## config.mk

```make
export PLATFORM = sky130hd
export DESIGN_NAME = axi_arbiter_w_flat
export DESIGN_NICKNAME = d
export VERILOG_FILES = /design/src/rtl/axi_arbiter_w_if.sv /design/src/rtl/axi_arbiter_w.sv /design/src/flat_wrapper.sv
export SDC_FILE = /design/constraint.sdc
export NUM_CORES = 1
export LEC_CHECK = 0
export BUFFER_PORTS_ARGS = -buffer_cell sky130_fd_sc_hd__buf_2
export CORE_MARGIN = 2
export CORE_UTILIZATION = 47
export CTS_BUF_LIST = sky130_fd_sc_hd__clkbuf_16
export CTS_CLUSTER_DIAMETER = 200
export DETAILED_ROUTE_END_ITERATION = 8
export PLACE_DENSITY = 0.75
export SLEW_MARGIN = 40
export SYNTH_ARGS = -nofsm -noshare
export SYNTH_HDL_FRONTEND = slang
export SYNTH_SLANG_ARGS = --single-unit
```

## constraint.sdc

```tcl
create_clock -name ACLK -period 1.8 [get_ports ACLK]
set_clock_uncertainty 0.05 [all_clocks]
set_input_delay 0.18 -clock ACLK [delete_from_list [all_inputs] [get_ports ACLK]]
set_output_delay 0.18 -clock ACLK [all_outputs]
set_load 0.02 [all_outputs]
```

## src/rtl/axi_arbiter_w_if.sv

```systemverilog
// -----------------------------------------------------------------------------
// axi_arbiter_w_if
// Bundles the write-address request lines of four masters, the muxed AW/W/B
// handshake signals seen on the slave side, and the grant outputs of the
// write-channel arbiter.
//
// Modports
//   slave  : view taken by the arbiter (requests/handshakes in, grants out)
//   master : view taken by the surrounding fabric or a testbench
//            (requests/handshakes out, grants in)
//
// Signals
//   m0_AWVALID..m3_AWVALID : write-address requests from masters 0..3
//   s_AWVALID, m_AWREADY   : muxed AW handshake
//   s_WVALID, s_WLAST      : muxed W valid / last beat
//   m_WREADY               : slave-side W ready
//   m_BVALID, s_BREADY     : B handshake
//   m0_wgrnt..m3_wgrnt     : one-hot write grant (write mux select)
//   wgrnt_idx              : binary index of current or last grant
//   wbusy                  : high while a grant is held
// -----------------------------------------------------------------------------
interface axi_arbiter_w_if;
    logic       m0_AWVALID;
    logic       m1_AWVALID;
    logic       m2_AWVALID;
    logic       m3_AWVALID;
    logic       s_AWVALID;
    logic       m_AWREADY;
    logic       s_WVALID;
    logic       s_WLAST;
    logic       m_WREADY;
    logic       m_BVALID;
    logic       s_BREADY;
    logic       m0_wgrnt;
    logic       m1_wgrnt;
    logic       m2_wgrnt;
    logic       m3_wgrnt;
    logic [1:0] wgrnt_idx;
    logic       wbusy;

    modport slave (
        input  m0_AWVALID, m1_AWVALID, m2_AWVALID, m3_AWVALID,
        input  s_AWVALID, m_AWREADY, s_WVALID, s_WLAST, m_WREADY,
        input  m_BVALID, s_BREADY,
        output m0_wgrnt, m1_wgrnt, m2_wgrnt, m3_wgrnt, wgrnt_idx, wbusy
    );

    modport master (
        output m0_AWVALID, m1_AWVALID, m2_AWVALID, m3_AWVALID,
        output s_AWVALID, m_AWREADY, s_WVALID, s_WLAST, m_WREADY,
        output m_BVALID, s_BREADY,
        input  m0_wgrnt, m1_wgrnt, m2_wgrnt, m3_wgrnt, wgrnt_idx, wbusy
    );
endinterface

```

## src/rtl/axi_arbiter_w.sv

```systemverilog
// -----------------------------------------------------------------------------
// axi_arbiter_w
// Write-channel arbiter for four AXI masters sharing one slave. A master is
// selected in IDLE, holds its grant while the AW and last W beat complete
// (XFER), and keeps it until the B handshake finishes (RESP).
//
// Parameters
//   PRIO_FIXED : 0 = round-robin, 1 = fixed priority m0 > m1 > m2 > m3
//
// Ports
//   ACLK    : clock, all state changes on rising edge
//   ARESETn : asynchronous active-low reset
//   i_srst  : synchronous soft reset, same effect as ARESETn at the next edge
//   bus     : axi_arbiter_w_if.slave (requests, handshakes, grant outputs)
// -----------------------------------------------------------------------------
module axi_arbiter_w #(
    parameter bit PRIO_FIXED = 1'b0
) (
    input  logic           ACLK,
    input  logic           ARESETn,
    input  logic           i_srst,
    axi_arbiter_w_if.slave bus
);

    typedef enum logic [1:0] {
        ST_IDLE = 2'b00,
        ST_XFER = 2'b01,
        ST_RESP = 2'b10
    } state_t;

    state_t     r_state;
    state_t     w_state_nxt;
    logic [3:0] r_grnt;
    logic [3:0] w_grnt_nxt;
    logic [1:0] r_idx;
    logic [1:0] w_idx_nxt;
    logic [1:0] r_last;
    logic [1:0] w_last_nxt;
    logic       r_aw_done;
    logic       w_aw_done_nxt;
    logic       r_w_done;
    logic       w_w_done_nxt;
    logic       r_busy;
    logic       w_busy_nxt;

    logic [3:0] w_req;
    logic [2:0] w_arb;
    logic       w_aw_hs;
    logic       w_wlast_hs;
    logic       w_b_hs;

    // Selects a winner from the request vector. Returns {valid, index}.
    // Round-robin walks from last+1 upward with wrap; the loop runs from the
    // lowest-priority candidate (last itself) to the highest so that the
    // last hit is the winner.
    function automatic logic [2:0] f_arbitrate(
        input logic [3:0] req,
        input logic [1:0] last,
        input logic       fixed
    );
        logic [2:0] res;
        logic [1:0] cand;
        res  = 3'b000;
        cand = 2'b00;
        if (fixed) begin
            for (int i = 3; i >= 0; i--) begin
                if (req[i]) begin
                    res = {1'b1, 2'(i)};
                end else begin
                    res = res;
                end
            end
        end else begin
            for (int k = 4; k >= 1; k--) begin
                cand = last + 2'(k);
                if (req[cand]) begin
                    res = {1'b1, cand};
                end else begin
                    res = res;
                end
            end
        end
        return res;
    endfunction

    // One-hot decode of a 2-bit master index.
    function automatic logic [3:0] f_onehot(input logic [1:0] idx);
        return 4'b0001 << idx;
    endfunction

    assign w_req      = {bus.m3_AWVALID, bus.m2_AWVALID, bus.m1_AWVALID, bus.m0_AWVALID};
    assign w_aw_hs    = bus.s_AWVALID & bus.m_AWREADY;
    assign w_wlast_hs = bus.s_WVALID & bus.m_WREADY & bus.s_WLAST;
    assign w_b_hs     = bus.m_BVALID & bus.s_BREADY;
    assign w_arb      = f_arbitrate(w_req, r_last, PRIO_FIXED);

    // Next-state, next-grant and completion-flag logic.
    always_comb begin
        w_state_nxt   = r_state;
        w_grnt_nxt    = r_grnt;
        w_idx_nxt     = r_idx;
        w_last_nxt    = r_last;
        w_aw_done_nxt = r_aw_done;
        w_w_done_nxt  = r_w_done;

        case (r_state)
            ST_IDLE: begin
                w_aw_done_nxt = 1'b0;
                w_w_done_nxt  = 1'b0;
                if (w_arb[2]) begin
                    w_state_nxt = ST_XFER;
                    w_grnt_nxt  = f_onehot(w_arb[1:0]);
                    w_idx_nxt   = w_arb[1:0];
                    w_last_nxt  = w_arb[1:0];
                end else begin
                    w_state_nxt = ST_IDLE;
                    w_grnt_nxt  = 4'b0000;
                end
            end

            ST_XFER: begin
                // AW and last W beat may finish in any order or together;
                // the edge on which the second one lands moves us to RESP.
                w_aw_done_nxt = r_aw_done | w_aw_hs;
                w_w_done_nxt  = r_w_done | w_wlast_hs;
                if (w_aw_done_nxt & w_w_done_nxt) begin
                    w_state_nxt = ST_RESP;
                end else begin
                    w_state_nxt = ST_XFER;
                end
            end

            ST_RESP: begin
                if (w_b_hs) begin
                    w_state_nxt   = ST_IDLE;
                    w_grnt_nxt    = 4'b0000;
                    w_aw_done_nxt = 1'b0;
                    w_w_done_nxt  = 1'b0;
                end else begin
                    w_state_nxt = ST_RESP;
                end
            end

            default: begin
                // Unreachable encoding: drop everything and go back to IDLE.
                w_state_nxt   = ST_IDLE;
                w_grnt_nxt    = 4'b0000;
                w_aw_done_nxt = 1'b0;
                w_w_done_nxt  = 1'b0;
            end
        endcase

        w_busy_nxt = (w_state_nxt != ST_IDLE);
    end

    // State, grant, index and flag registers with async and soft reset.
    always_ff @(posedge ACLK or negedge ARESETn) begin
        if (!ARESETn) begin
            r_state   <= ST_IDLE;
            r_grnt    <= 4'b0000;
            r_idx     <= 2'd0;
            r_last    <= 2'd3;
            r_aw_done <= 1'b0;
            r_w_done  <= 1'b0;
            r_busy    <= 1'b0;
        end else if (i_srst) begin
            r_state   <= ST_IDLE;
            r_grnt    <= 4'b0000;
            r_idx     <= 2'd0;
            r_last    <= 2'd3;
            r_aw_done <= 1'b0;
            r_w_done  <= 1'b0;
            r_busy    <= 1'b0;
        end else begin
            r_state   <= w_state_nxt;
            r_grnt    <= w_grnt_nxt;
            r_idx     <= w_idx_nxt;
            r_last    <= w_last_nxt;
            r_aw_done <= w_aw_done_nxt;
            r_w_done  <= w_w_done_nxt;
            r_busy    <= w_busy_nxt;
        end
    end

    assign bus.m0_wgrnt  = r_grnt[0];
    assign bus.m1_wgrnt  = r_grnt[1];
    assign bus.m2_wgrnt  = r_grnt[2];
    assign bus.m3_wgrnt  = r_grnt[3];
    assign bus.wgrnt_idx = r_idx;
    assign bus.wbusy     = r_busy;

endmodule

```

## src/flat_wrapper.sv

```systemverilog
// flat-port wrapper written by rule: the top's interface ports become plain ports
module axi_arbiter_w_flat 
#(
    parameter bit PRIO_FIXED = 1'b0
)
  (ACLK, ARESETn, i_srst, bus_m0_AWVALID, bus_m1_AWVALID, bus_m2_AWVALID, bus_m3_AWVALID, bus_s_AWVALID, bus_m_AWREADY, bus_s_WVALID, bus_s_WLAST, bus_m_WREADY, bus_m_BVALID, bus_s_BREADY, bus_m0_wgrnt, bus_m1_wgrnt, bus_m2_wgrnt, bus_m3_wgrnt, bus_wgrnt_idx, bus_wbusy);
  axi_arbiter_w_if bus_i ();
  input  logic ACLK;
  input  logic ARESETn;
  input  logic i_srst;
  input wire logic [$bits(bus_i.m0_AWVALID)-1:0] bus_m0_AWVALID;
  input wire logic [$bits(bus_i.m1_AWVALID)-1:0] bus_m1_AWVALID;
  input wire logic [$bits(bus_i.m2_AWVALID)-1:0] bus_m2_AWVALID;
  input wire logic [$bits(bus_i.m3_AWVALID)-1:0] bus_m3_AWVALID;
  input wire logic [$bits(bus_i.s_AWVALID)-1:0] bus_s_AWVALID;
  input wire logic [$bits(bus_i.m_AWREADY)-1:0] bus_m_AWREADY;
  input wire logic [$bits(bus_i.s_WVALID)-1:0] bus_s_WVALID;
  input wire logic [$bits(bus_i.s_WLAST)-1:0] bus_s_WLAST;
  input wire logic [$bits(bus_i.m_WREADY)-1:0] bus_m_WREADY;
  input wire logic [$bits(bus_i.m_BVALID)-1:0] bus_m_BVALID;
  input wire logic [$bits(bus_i.s_BREADY)-1:0] bus_s_BREADY;
  output wire logic [$bits(bus_i.m0_wgrnt)-1:0] bus_m0_wgrnt;
  output wire logic [$bits(bus_i.m1_wgrnt)-1:0] bus_m1_wgrnt;
  output wire logic [$bits(bus_i.m2_wgrnt)-1:0] bus_m2_wgrnt;
  output wire logic [$bits(bus_i.m3_wgrnt)-1:0] bus_m3_wgrnt;
  output wire logic [$bits(bus_i.wgrnt_idx)-1:0] bus_wgrnt_idx;
  output wire logic [$bits(bus_i.wbusy)-1:0] bus_wbusy;
  assign bus_i.m0_AWVALID = bus_m0_AWVALID;
  assign bus_i.m1_AWVALID = bus_m1_AWVALID;
  assign bus_i.m2_AWVALID = bus_m2_AWVALID;
  assign bus_i.m3_AWVALID = bus_m3_AWVALID;
  assign bus_i.s_AWVALID = bus_s_AWVALID;
  assign bus_i.m_AWREADY = bus_m_AWREADY;
  assign bus_i.s_WVALID = bus_s_WVALID;
  assign bus_i.s_WLAST = bus_s_WLAST;
  assign bus_i.m_WREADY = bus_m_WREADY;
  assign bus_i.m_BVALID = bus_m_BVALID;
  assign bus_i.s_BREADY = bus_s_BREADY;
  assign bus_m0_wgrnt = bus_i.m0_wgrnt;
  assign bus_m1_wgrnt = bus_i.m1_wgrnt;
  assign bus_m2_wgrnt = bus_i.m2_wgrnt;
  assign bus_m3_wgrnt = bus_i.m3_wgrnt;
  assign bus_wgrnt_idx = bus_i.wgrnt_idx;
  assign bus_wbusy = bus_i.wbusy;
  axi_arbiter_w #(.PRIO_FIXED(PRIO_FIXED)) u_core (.ACLK(ACLK), .ARESETn(ARESETn), .i_srst(i_srst), .bus(bus_i));
endmodule
```

Word level (Yosys, flattened, before mapping)
Index checks and enable logic that the tools add are counted.
- add/sub/neg operators: 3
- $lt $le $gt $ge: 4
- equal/unequal tests: 4
- shift-type cells: 1
- muxes and demuxes: 31
- bitwise gates (word level): 7
- reductions and logical operators: 6
- operators by type and width (kind ; count):
    two-way mux 2 bit ; 7
    < comparator 2 x 3 -> 1 bit (second input constant) ; 4
    two-way mux 3 bit ; 4
    two-way mux 4 bit ; 3
    case mux 4 bit (3 select lines) ; 1
    two-way mux 1 bit ; 9
    binary-select mux 1 bit (select 2 bit) ; 4
    case mux 2 bit (3 select lines) ; 1
    nonzero test 2 bit ; 3
    bitwise AND 1 bit ; 5
    adder 2 bit (second input constant) ; 2
    case mux 1 bit (2 select lines) ; 2
    AND reduction 2 bit ; 2
    << shifter 1 x 2 -> 4 bit (first input constant) ; 1
    inequality test 3 x 2 -> 1 bit (second input constant) ; 1
    adder 2 x 1 -> 2 bit (second input constant) ; 1
    == test 2 x 1 -> 1 bit (second input constant) ; 1
    == test 2 bit (second input constant) ; 1
    zero test 2 bit ; 1
    inequality test 2 bit (second input constant) ; 1
    OR 1 bit ; 2
- register bits after elaboration: 13
- output and inout port bits: 7

Longest topological paths before layout
Gate-level depths: netlist (run 1).
- depth in word-level cells: 10
- mapped depth: 4
- depth with buffers taken out: 4

Least setup slack after synthesis (run 1)
No wires, ideal clock.
- path kind: register to register
- start: reg u_core.r_last[1]
- end: reg u_core.r_grnt[2]
- library setup time: 0.096 ns
- arrival time: 1.285 ns
- data required time: 1.654 ns
- slack: 0.369 ns
- stages on the path, launching flop included: 5
- buffers on the path: 0
- period minus slack after synthesis: 1.431 ns
- cell sequence: dfstp_2 -> and3b_1 -> nor3_1 -> or3_4 -> o32ai_2
- cells in the longest elaborated chain, start to end: 10
- elaborated cells between the ends (all ways): 19
- RTL lines (what ; line ; text):
    start: declaration ; axi_arbiter_w.sv:37 ; logic [1:0] r_last;
    start signal: assignment ; axi_arbiter_w.sv:178 ; r_last <= w_last_nxt;
    adder 2 bit / binary-select mux 1 bit (select 2 bit) (equally long branches) ; axi_arbiter_w.sv:75, axi_arbiter_w.sv:76 ;
    binary-select mux 1 bit (select 2 bit) / two-way mux 1 bit (equally long branches) ; axi_arbiter_w.sv:76 ; if (req[cand]) begin
    two-way mux 1 bit (implied by the code) / two-way mux 3 bit (equally long branches) ; axi_arbiter_w.sv:76 ;
    two-way mux 3 bit (2 in series) ; axi_arbiter_w.sv:76 ;
    two-way mux 3 bit * ; axi_arbiter_w.sv:76 ;
    << shifter 1 x 2 -> 4 bit ; axi_arbiter_w.sv:88 ; return 4'b0001 << idx;
    two-way mux 4 bit * ; axi_arbiter_w.sv:110 ; if (w_arb[2]) begin
    case mux 4 bit (3 select lines) * ; axi_arbiter_w.sv:106 ; case (r_state)
    two-way mux 4 bit * ; axi_arbiter_w.sv:166 ; end else if (i_srst) begin
    end signal: assignment ; axi_arbiter_w.sv:176 ; r_grnt <= w_grnt_nxt;
    end: declaration ; axi_arbiter_w.sv:33 ; logic [3:0] r_grnt;
Every way passes the cells marked *; elsewhere a longest branch is shown, timed or not. The select of a mux whose other input is x is not followed.
A chain may end at the register's enable or synchronous reset.

Final worst setup path (run 1)
Same ends and word-level chain as after synthesis.

==> reports/results.ini, run 1 <==
[status]
status = finished clean

[yosys]
yosys.area.top_type = dfrtp_1
synth_cells = 66
synth_top_area_share = 0.418
avgSynthCellArea_sq_um = 9.97
synth.cell_area_sq_um = 658
synth_area_leaders = dfrtp_1, dfstp_2, a21oi_1, o32ai_2, nor2_1
yosys.cell_types.count = 27
ys_seq_area_frac = 0.498
yosysWarnings = 0
ys_ff_latch = 13
syn_nets = 80

[critical_path]
timing.rr.end = u_core.r_grnt[2]
start_kind = flop
ff2ff_setup_slack_ps = 260
cp_max_fo = 7
r2r_start = u_core.r_last[1]
cp.required_ps = 1890
reg2reg_depth = 4
arrival_ps = 1640
critPathKind = reg2reg
crit_path_end_kind = flop

[detailed_routing]
wl_per_cell_microns = 14.4
wirelength_mm = 1.51
firstDrtPassIters = 5
drt_iter0_markers = 9
viasPerCell = 5.50
ant_nets = 0
vias = 577
drc_errors = 0

[grt]
grt-ovfl-total = 0
antenna_found_initial = 0
grt_pass1_vias = 557
grt_max_degree = 14
grt_usage = 0.198
grt_first_pass_wirelength_mm = 2.59

[timing]
fmax_mhz = 648
hold_viol = 0
drv_slew = 0
fin_ws_ps = 256
worst_slew_pin_slew_ps = 431
tns_ps = 0
grt_setup_unrepaired = false
whs_ps = 167
post-route-min-period_ps = 1540
finalSetupViolations = 0
period_share = 0.858
slew_headroom = 0.705

[clock_network]
cts_setup_buffers = 0
clk_latency_ps = 240
numClockSinks = 13
htreeDepth = 1
cts-root-buf = clkbuf_16
cts_buffer_depth = 2
cts_tree = done
cts.clk_slew.worst_paths_ps = 40
ctsResizeCount = 0
cts_buffers = 3

[final_layout]
insertedDiodeCount = 0
multi_input_area_sq_um = 315
syn_to_final_growth_pct = 31.0
layout.filler_cells = 115
finalNetCount = 105
drive_gt1_frac = 0.333
seq_area_sq_um = 328

[die]
ios = 21
rows = 13
core_area_sq_um = 1300
die_width_microns = 41.4
start_util = 0.506
dieArea_sq_um = 1720
dieHeight_microns = 41.4

[power_and_ir_drop]
swShare = 0.237
p_per_area_nw_per_um2 = 1010
p_clk_frac = 0.463
peakVddDrop_mv = 1.13
seq_power_share = 0.382
p_switching_w = 0.000206
p_int_w = 0.000663
p_leak_nw = 0.399
p_comb_frac = 0.156

[placement]
dp_slack_ps = 280
post-dp-hpwl_mm = 1.08
gp_congestion = 0.770
port_buffers = 20

[flow_run]
max-cap-violations = 0

[worst_hold_path]
min_delay_worst_endpoint = u_core.r_aw_done
min_path_type = in2reg
worstHoldStart = bus_m_AWREADY
hold_depth = 3

[routing by layer]
metal | vias up | global-route usage | part of all wire
li1 | 284 | - | -
met5 | - | 0 | 0
met2 | 12 | 0.313 | 0.48
met1 | 279 | 0.252 | 0.46
met4 | 0 | 0.0581 | 0.0093
met3 | 2 | 0.0739 | 0.049
[placed cells by master (no fill, tap or decap), drive strengths merged, types with 2 or more instances in the layout]
cell type,netlist,layout
nor3,3,3
nand2b,2,2
o2bb2ai,2,2
nor2,7,7
o32ai,2,2
o21ai,2,2
buf,0,20
a21oi,8,8
dfstp,2,2
or2,3,3
dfrtp,11,11
nor2b,4,4
a31oi,2,2
clkbuf,1,3
inv,3,4
nand2,4,4
[sequential cells by signal, summed over array words and instances, names as in the netlist]
signal / cells
u_core.bus.wgrnt_idx: 2
u_core.r_aw_done: 1
u_core.r_w_done: 1
u_core.r_grnt: 4
u_core.bus.wbusy: 1
u_core.r_last: 2
u_core.r_state: 2
[through the flow]
stage / area [sq um] / utilization / total power (W) / std cells
4_1_cts: 862 / 0.663 / 0.000877 / 105
6_report: 862 / 0.663 / 0.000869 / 105
3_5_place_dp: 773 / 0.594 / 0.000466 / 100
3_3_place_gp: 773 / 0.594 / 0.000462 / 100
2_1_floorplan: 658 / - / 0.000414 / 66
5_1_grt: 862 / 0.663 / 0.000906 / 105
[final cells by class]
cell class / instances / share of cell area
sequential: 13 / 0.380
multi-input combinational: 49 / 0.366
timing repair buffer: 21 / 0.128
clock buffer: 3 / 0.0871
tap: 15 / 0.0218
inverter: 3 / 0.0131
clock inverter: 1 / 0.00435
[kinds of logic after synthesis]
family	count (synthesis)	share of synthesized area
flops	13	0.498
compound gates	22	0.243
simple gates	26	0.221
buf+inv	4	0.0228
mux	1	0.0152
[worst max-delay path by stage]
stage                          start                to  slack [ps]  cells after the start
floorplan           u_core.r_last[1]  u_core.r_grnt[2]         370                      4
finish              u_core.r_last[1]  u_core.r_grnt[2]         260                      4
global route        u_core.r_last[1]  u_core.r_grnt[2]         170                      4
global placement    u_core.r_last[1]  u_core.r_grnt[3]         330                      4
detailed placement  u_core.r_last[1]  u_core.r_grnt[2]         280                      4
CTS                 u_core.r_last[1]  u_core.r_grnt[2]         270                      4
[cell usage after synthesis (all sizes together)]
| cell | n |
|---|---|
| o21a | 1 |
| o22a | 1 |
| clkbuf | 1 |
| a211oi | 1 |
| a2111oi | 1 |
| nor3 | 3 |
| mux2i | 1 |
| o2bb2ai | 2 |
| inv | 3 |
| o32ai | 2 |
| nor2b | 4 |
| dfstp | 2 |
| or3 | 1 |
| or2 | 3 |
| nor4 | 1 |
| a21oi | 8 |
| dfrtp | 11 |
| a21boi | 1 |
| nand2 | 4 |
| o21ai | 2 |
| a31oi | 2 |
| nand2b | 2 |
| o21bai | 1 |
| and3b | 1 |
| nor2 | 7 |
[power groups by stage]
| stage | registers (W) | clock network [W] | logic (W) |
|---|---|---|---|
| 2_1_floorplan | 0.000348 | 0 | 0.0000664 |
| 3_3_place_gp | 0.000334 | 0 | 0.000128 |
| 3_5_place_dp | 0.000335 | 0 | 0.000131 |
| 4_1_cts | 0.000331 | 0.000410 | 0.000135 |
| 5_1_grt | 0.000334 | 0.000423 | 0.000149 |
| 6_report | 0.000331 | 0.000402 | 0.000135 |
[what timing repair did]
| action | 4_1_cts | 5_1_grt |
|---|---|---|
| setup endpoints to repair | 0 | 0 |
| endpoints found under the hold margin | 11 | 0 |
| hold buffers | 1 | 0 |
[critical path, cell delays in order (launching register included)]
cell	delay (ps)
dfstp_2	580
and3b_1	170
nor3_1	60
or3_4	370
o32ai_2	210
Note: power is estimated with default switching activity, not from simulation.
==> run 2, diff against run 1 <==
--- a/config.mk
+++ b/config.mk
@@ -5,13 +5,14 @@
 export SDC_FILE = /design/constraint.sdc
 export NUM_CORES = 1
 export LEC_CHECK = 0
+export ABC_AREA = 1
 export BUFFER_PORTS_ARGS = -buffer_cell sky130_fd_sc_hd__buf_2
 export CORE_MARGIN = 2
-export CORE_UTILIZATION = 47
+export CORE_UTILIZATION = 51
 export CTS_BUF_LIST = sky130_fd_sc_hd__clkbuf_16
 export CTS_CLUSTER_DIAMETER = 200
 export DETAILED_ROUTE_END_ITERATION = 8
-export PLACE_DENSITY = 0.75
+export PLACE_DENSITY = 0.77
 export SLEW_MARGIN = 40
 export SYNTH_ARGS = -nofsm -noshare
 export SYNTH_HDL_FRONTEND = slang
==> run 2 against run 1 <==
  * Global-route usage grew 0.94 points
  * Sequential power grew 50%
  * Wire length grew 26%
  * Area after synthesis grew 33%
  * Setup slack lost 140 ps
  * Combinational power grew to 8.7 times the previous value
  * Register-to-register slack lost 140 ps
  * Critical endpoint is now u_core.bus.wbusy
==> reports/results.ini, run 2 <==
[die]
dieArea_sq_um = 2060
core_area_sq_um = 1560
rows = 14
start_util = 0.559
dieHeight_microns = 45.4
die_width_microns = 45.4
ios = 21

[grt]
grt_pass1_vias = 765
grt_usage = 0.207
grt-ovfl-total = 0
grt_max_degree = 14
grt_first_pass_wirelength_mm = 3.04
antenna_found_initial = 0

[worst_hold_path]
worstHoldStart = i_srst
min_path_type = in2reg

[power_and_ir_drop]
peakVddDrop_mv = 1.01
p_int_w = 0.00111
p_switching_w = 0.000975
p_total_w = 0.00208
p_comb_frac = 0.568
p_clk_frac = 0.194
p_per_area_nw_per_um2 = 1910
swShare = 0.468
p_leak_nw = 0.698
seq_power_share = 0.238

[final_layout]
syn_to_final_growth_pct = 25.4
seq_area_sq_um = 328
regMostFlops = u_core.r_grnt
multi_input_area_sq_um = 467
final_cells = 171
final_cell_mix = nand2_1, buf_2, inv_1, nand3_1, dfrtp_1
drive_gt1_frac = 0.323
finalNetCount = 170
layout.filler_cells = 132
final_common_cell = nand2_1
insertedDiodeCount = 0
largest_reg_flops = 4

[timing]
tns_ps = 0
hold_viol = 0
period_share = 0.938
worst_slew_pin_slew_ps = 350
post-route-min-period_ps = 1690
slew_headroom = 0.764
finalSetupViolations = 0
fmax_mhz = 592
grt_setup_unrepaired = false
drv_slew = 0

[placement]
gp_congestion = 0.889
post-dp-hpwl_mm = 1.41
place_inst = 164
port_buffers = 20

[yosys]
syn_nets = 144
yosysWarnings = 0
synth_area_leaders = dfrtp_1, nand2_1, nand3_1, inv_1, nand2_2
yosys.cell_types.count = 18
ys_ff_latch = 13
yosys.area.top_type = dfrtp_1
avgSynthCellArea_sq_um = 6.71
synth_cells = 130
synth-edff-count = 0
synth.cell_area_sq_um = 872
synth_top_area_share = 0.316
synth.most_common_cell = nand2_1
ys_seq_area_frac = 0.376
yosys_most_used_dff = dfrtp_1
synthTopCellsByCount = nand2_1, inv_1, nand3_1
async_flop_share = 1.00

[clock_network]
cts.clk_slew.worst_paths_ps = 40
cts_tree = done
cts_buffers = 3
clk_latency_ps = 240
cts_buffer_depth = 2
numClockSinks = 13
cts-root-buf = clkbuf_16
htreeDepth = 1

[detailed_routing]
wl_per_cell_microns = 11.1
drc_errors = 0
wirelength_mm = 1.90
firstDrtPassIters = 4
ant_nets = 0
vias = 855
drt_iter0_markers = 27
viasPerCell = 5.00

[critical_path]
critPathKind = reg2reg
worst-path-buf-inv = 2
crit_path_end_kind = flop
critPathSlowestCell = dfstp_2
cpPeakStageDelay_ps = 590
cp_max_fo = 7
start_kind = flop
r2r_start = u_core.r_last[0]
startpoint = u_core.r_last[0]
crit_family = flip-flops
cp.required_ps = 1860
arrival_ps = 1750
crit_chain = inv_2 -> nand2_1 -> nand2_1 -> nand2_2 -> nand4_2 -> o21ai_4 -> inv_2 -> nand2_2 -> nand3_2

[status]
status = finished clean

[flow_run]
max-cap-violations = 0

run 2: cell count changes after synthesis, sizes merged, moves of 4 or more:
cell	delta
nor2b	-4
inv	+17
nand2	+54
o21ai	+5
a21oi	-6
nand3	+17
run 2: layout make-up:
cell class | count | area share
inverter | 20 | 0.0686
sequential | 13 | 0.300
clock buffer | 3 | 0.0686
timing repair buffer | 23 | 0.114
multi-input combinational | 95 | 0.427
tap | 16 | 0.0183
clock inverter | 1 | 0.00343
run 2: layer usage:
layer / routed length (microns) / vias to the layer above / global-route usage
met1: 890 / 371 / 0.277
li1: - / 455 / -
met4: 4 / 0 / 0.0529
met3: 103 / 2 / 0.0600
met2: 900 / 27 / 0.329
met5: 0 / - / 0
run 2: stage by stage:
stage	setup slack, ps	utilization	cell area (sq um)	hold slack (ps)
after floorplan	257	-	872	-166
after global placement	86.4	0.626	976	23.4
after detailed placement	35.0	0.626	976	28.3
after CTS	20.7	0.683	1060	189
after global routing	10.8	0.701	1090	217
final	112	0.701	1090	187
run 2: worst paths after layout:
kind | depth (start not counted) | to | slack, ps
setup / recovery | 9 | u_core.bus.wbusy | 110
hold / removal | 4 | u_core.bus.wgrnt_idx[0] | 190
setup reg to reg | 9 | u_core.bus.wbusy | 110
hold reg to reg | 2 | u_core.r_grnt[2] | 430
max in group asynchronous | 2 | u_core.r_last[1] | 1110
min in group asynchronous | 2 | u_core.bus.wbusy | 310
run 2: worst register-to-register path: stages (launching register included):
cell     delay [ps]
dfstp_2         590
inv_2            80
nand2_1          60
nand2_1          80
nand2_2         100
nand4_2         120
o21ai_4         260
inv_2            90
nand2_2          80
nand3_2          60
run 2: cells by family after synthesis:
family	share of synthesized area
buf+inv	0.105
flops	0.376
simple gates	0.440
compound gates	0.0789
run 2: timing repair:
action / 4_1_cts / 5_1_grt
buffers inserted: 0 / 2
endpoints found under the setup margin: 0 / 10
endpoints found under the hold margin: 11 / 0
resized for setup: 0 / 6
hold buffers: 1 / 0
run 2: power groups by stage:
stage	Sequential, W	Combinational [W]	Clock (W)
floorplan	0.000555	0.000837	0
global placement	0.000498	0.00109	0
finish	0.000496	0.00118	0.000404
detailed placement	0.000502	0.00110	0
global route	0.000507	0.00132	0.000427
CTS	0.000500	0.00111	0.000412
